### src/rtl/led_chaser_multi.sv
// LED chaser with built-in prescaler, rotate/bounce/hold modes, pattern load and pause.
// Define LED_CHASER_TRAIL_EN to drive led_g with the previous led_r position; otherwise led_g is 0.
module led_chaser_multi #(
  parameter int unsigned       WIDTH   = 8,
  parameter int unsigned       DIV_MAX = 1048576,
  parameter logic [WIDTH-1:0]  SEED    = WIDTH'(8'b1100_0000)
) (
  input  logic             clk,
  input  logic             reset,
  input  logic             enable,
  input  logic [1:0]       mode,
  input  logic             load,
  input  logic [WIDTH-1:0] load_pattern,
  output logic [WIDTH-1:0] led_r,
  output logic [WIDTH-1:0] led_g,
  output logic             step_out,
  output logic             ctl_bit
);

  localparam int unsigned    CW       = (DIV_MAX > 2) ? $clog2(DIV_MAX) : 1;
  localparam logic [CW-1:0]  CNT_LAST = CW'(DIV_MAX - 1);

  typedef enum logic [1:0] {
    MODE_ROR    = 2'b00,
    MODE_ROL    = 2'b01,
    MODE_BOUNCE = 2'b10,
    MODE_HOLD   = 2'b11
  } mode_e;

  typedef enum logic {
    DIR_RIGHT = 1'b0,
    DIR_LEFT  = 1'b1
  } dir_e;

  mode_e            mode_s;
  logic [CW-1:0]    count_q, count_d;
  logic [WIDTH-1:0] pat_q, pat_d, pat_next;
  dir_e             dir_q, dir_d, dir_next;
  logic             step_q, step_d;
  logic             tick;

  assign mode_s = mode_e'(mode);
  assign tick   = enable && (count_q == CNT_LAST);

  // Pattern/direction that a tick would produce in the current mode.
  always_comb begin
    pat_next = pat_q;
    dir_next = dir_q;
    case (mode_s)
      MODE_ROR: pat_next = {pat_q[0], pat_q[WIDTH-1:1]};
      MODE_ROL: pat_next = {pat_q[WIDTH-2:0], pat_q[WIDTH-1]};
      MODE_BOUNCE: begin
        if (pat_q[0] && pat_q[WIDTH-1]) begin
          pat_next = pat_q;
          dir_next = dir_q;
        end else if (dir_q == DIR_RIGHT) begin
          if (!pat_q[0]) begin
            pat_next = pat_q >> 1;
          end else begin
            pat_next = pat_q << 1;
            dir_next = DIR_LEFT;
          end
        end else begin
          if (!pat_q[WIDTH-1]) begin
            pat_next = pat_q << 1;
          end else begin
            pat_next = pat_q >> 1;
            dir_next = DIR_RIGHT;
          end
        end
      end
      default: pat_next = pat_q;
    endcase
  end

  always_comb begin
    count_d = count_q;
    pat_d   = pat_q;
    dir_d   = dir_q;
    step_d  = 1'b0;
    if (load) begin
      pat_d   = load_pattern;
      count_d = '0;
      dir_d   = DIR_RIGHT;
    end else begin
      if (enable) begin
        count_d = tick ? '0 : count_q + 1'b1;
      end
      if (tick) begin
        pat_d  = pat_next;
        dir_d  = dir_next;
        step_d = 1'b1;
      end
    end
    // Leaving bounce mode always re-arms it to start moving right.
    if (mode_s != MODE_BOUNCE) begin
      dir_d = DIR_RIGHT;
    end
  end

  always_ff @(posedge clk) begin
    if (reset) begin
      count_q <= '0;
      pat_q   <= SEED;
      dir_q   <= DIR_RIGHT;
      step_q  <= 1'b0;
    end else begin
      count_q <= count_d;
      pat_q   <= pat_d;
      dir_q   <= dir_d;
      step_q  <= step_d;
    end
  end

`ifdef LED_CHASER_TRAIL_EN
  logic [WIDTH-1:0] trail_q, trail_d;

  always_comb begin
    trail_d = trail_q;
    if (load) begin
      trail_d = '0;
    end else if (tick) begin
      trail_d = pat_q;
    end
  end

  always_ff @(posedge clk) begin
    if (reset) begin
      trail_q <= '0;
    end else begin
      trail_q <= trail_d;
    end
  end

  assign led_g = trail_q;
`else
  assign led_g = '0;
`endif

  assign led_r    = pat_q;
  assign step_out = step_q;
  assign ctl_bit  = 1'b1;

endmodule
### config.mk
export PLATFORM = sky130hd
export DESIGN_NAME = led_chaser_multi
export DESIGN_NICKNAME = d
export VERILOG_FILES = /design/src/rtl/led_chaser_multi.sv
export SDC_FILE = /design/constraint.sdc
export NUM_CORES = 1
export LEC_CHECK = 0
export BUFFER_PORTS_ARGS = -buffer_cell sky130_fd_sc_hd__buf_2
export CAP_MARGIN = 25
export CORE_AREA = 2 2 58 60
export CTS_BUF_LIST = sky130_fd_sc_hd__clkbuf_8
export CTS_CLUSTER_DIAMETER = 120
export DETAILED_ROUTE_END_ITERATION = 12
export DIE_AREA = 0 0 60 62
export GPL_ROUTABILITY_DRIVEN = 0
export HOLD_SLACK_MARGIN = 0.15
export PLACE_DENSITY = 0.78
export SYNTH_ARGS = -nofsm -noshare
export SYNTH_HDL_FRONTEND = slang
export SYNTH_SLANG_ARGS = --single-unit
### constraint.sdc
create_clock -name clk -period 2.5 [get_ports clk]
set_input_delay 0.5 -clock clk [delete_from_list [all_inputs] [get_ports clk]]
set_output_delay 0.5 -clock clk [all_outputs]
set_load 0.1 [all_outputs]
==> reports/metrics.yaml <==
status:
  status: "finished, final reports clean"
clocking:
  ctsHoldBuffers: 0
  h-tree-depth: 2
  cts_tree: "yes"
  path_clk_slew_ns: 0.07
  cts.repair.resized: 0
  cts_sinks: 30
  cts_post_setup_buffers_inserted: 0
  clockRootBuffer: "clkbuf_8"
  cts_made_buffers: 5
  clockBufferDepth: 2
  insertion_delay_ns: 0.29
critical_path:
  startpoint_type: "flop"
  crit_required_ns: 2.66
  crit_path_max_fanout: 15
  rr_worst_depth: 6
  cp_data_arrival_time_ns: 2.28
  critPathKind: "flop to flop"
  r2r_slack_ns: 0.38
  crit_path_end_kind: "flop"
detailed_routing:
  detailedRoute.firstIterationViolations: 106
  vias: 1431
  ant_nets: 0
  wl_per_cell_um: 12.3
  firstDrtPassIters: 4
  drc: 0
  via_per_inst: 5.38
  routed_wl_um: 3290
synth:
  synth_xor_area_frac: 0.0760
  synth_top_area_frac: 0.372
  synthFlopType: "dfxtp_1"
  synth_common_cells: "dfxtp_1, nor2_1, nand2_1"
  netlist_area_mm2: 0.00161
  synth_compound_area_frac: 0.182
  syn_avg_cell_area_um2: 8.19
  muxShareOfSynthArea: 0.0124
  ys_seq_area_frac: 0.372
  ys_top_cells_by_area: "dfxtp_1, nor2_1, xnor2_1"
  synth.distinct_cells: 44
  yosysMostFrequentCell: "dfxtp_1"
  ys.warnings.count: 0
  synthSimpleGateAreaFrac: 0.240
  synth_adder_area_share: 0.0310
  ys_seq_elements: 30
  syn_inst: 197
  synth-edff-count: 0
  async_reset_ff_frac: 0
  yosys.area.top_type: "dfxtp_1"
  synth_top_family_by_area: "simple AND/OR/NAND/NOR gates"
power_and_ir_drop:
  peakVddDrop_mv: 0.282
  p_leak_nw: 0.698
  p_per_area_mw_per_mm2: 609
  power.total_w: 0.00110
timing:
  min_period_ns: 2.12
  clock.fmax_mhz: 472
  setup_tns_ns: 0
  fin_crit_sh: 0.847
  setup-violations-final: 0
  rsz0062_at_grt: "no"
  clock-skew-final_ns: 0.00603
  final_hold_viol_count: 0
  slew_viol_final: 0
hold_path:
  hold_path.class: "input pin to flop"
  whs_path_depth: 3
cells_and_area:
  final_util: 0.570
  final_nets: 237
  area_delta_synth_final_pct: 12.3
  diodes: 0
  drive_gt1_frac: 0.155
global_routing:
  antenna_found_initial: 0
  grt_max_degree: 16
  grt_overflow: 0
  grtUsageTotal: 0.186
  grt_pass1_vias: 1173
  grt_pass1_wl_um: 5170
die:
  initial_core_util: 0.507
  die-area_mm2: 0.00372
  io_pins: 32
  die_y_um: 62
  rows: 21
  coreArea_mm2: 0.00318
  die_w_um: 60
placed_design:
  hpwl_um: 2330
  io_buffers: 22
flow_run:
  drv_cap: 0
layout make-up:
type / instances / area, um^2
Clock buffer: 6 / 82.6
Inverter: 10 / 37.5
Clock inverter: 2 / 8.76
Tap cell: 46 / 57.6
Timing Repair Buffer: 23 / 118
Sequential cell: 30 / 601
Multi-Input combinational cell: 149 / 907
Fill cell: 288 / 1370
flip-flops by register name, indices dropped and copies added, names as in the netlist:
name	flops
dir_q	1
led_r	8
count_q	20
step_out	1
worst max-delay path, cell delays in order, from the launching register on:
cell       delay (ns)
dfxtp_1          0.39
ha_1             0.21
nand4_1          0.13
nor4_2           0.37
nand3_2          0.36
a2111oi_1        0.45
a2111oi_2        0.08
worst paths after layout:
| check | from | to |
|---|---|---|
| max reg2reg | count_q[0] | led_r[0] |
| min | load_pattern[1] | led_r[1] |
| max | count_q[0] | led_r[0] |
| min reg2reg | count_q[19] | count_q[19] |
cell usage in the layout (no fill, tap or decap), drive strengths merged, types with 5 or more instances in the layout:
cell	count
nand3	10
xnor2	9
nand2	16
dfxtp	30
conb	9
a21oi	9
nor2	27
o21ai	9
inv	11
clkbuf	6
xor2	5
buf	23
cell families after synthesis:
kind of cell | Yosys count
flip-flops | 30
AO/OA/AOI/OAI | 42
XOR/XNOR | 14
AND/OR/NAND/NOR | 78
buffers and inverters | 25
other | 2
adder cells (fa/ha/maj) | 4
multiplexers | 2
through the flow:
step | hold slack [ns] | worst slack [ns] | area (um^2) | std cells
after detailed placement | 0.458 | 0.220 | 1720 | 258
after floorplan | 0.436 | 0.381 | 1640 | 204
after global routing | 0.427 | 0.214 | 1810 | 266
after global placement | 0.456 | 0.290 | 1720 | 258
after CTS | 0.400 | 0.402 | 1810 | 266
final | 0.401 | 0.382 | 1810 | 266
routing by layer:
metal  track usage  wire, um  vias to the layer above
li1              -         -                      730
met3        0.0642       135                        4
met2         0.258      1440                       30
met5             0         0                        -
met4        0.0762        41                        0
met1         0.264      1670                      667
power breakdown:
part,switching [W],internal [W]
Combinational,0.000163,0.0000351
Sequential,0.0000124,0.000487
Clock,0.000187,0.000218
Total,0.000363,0.000740
(Power assumes the default switching activity.)
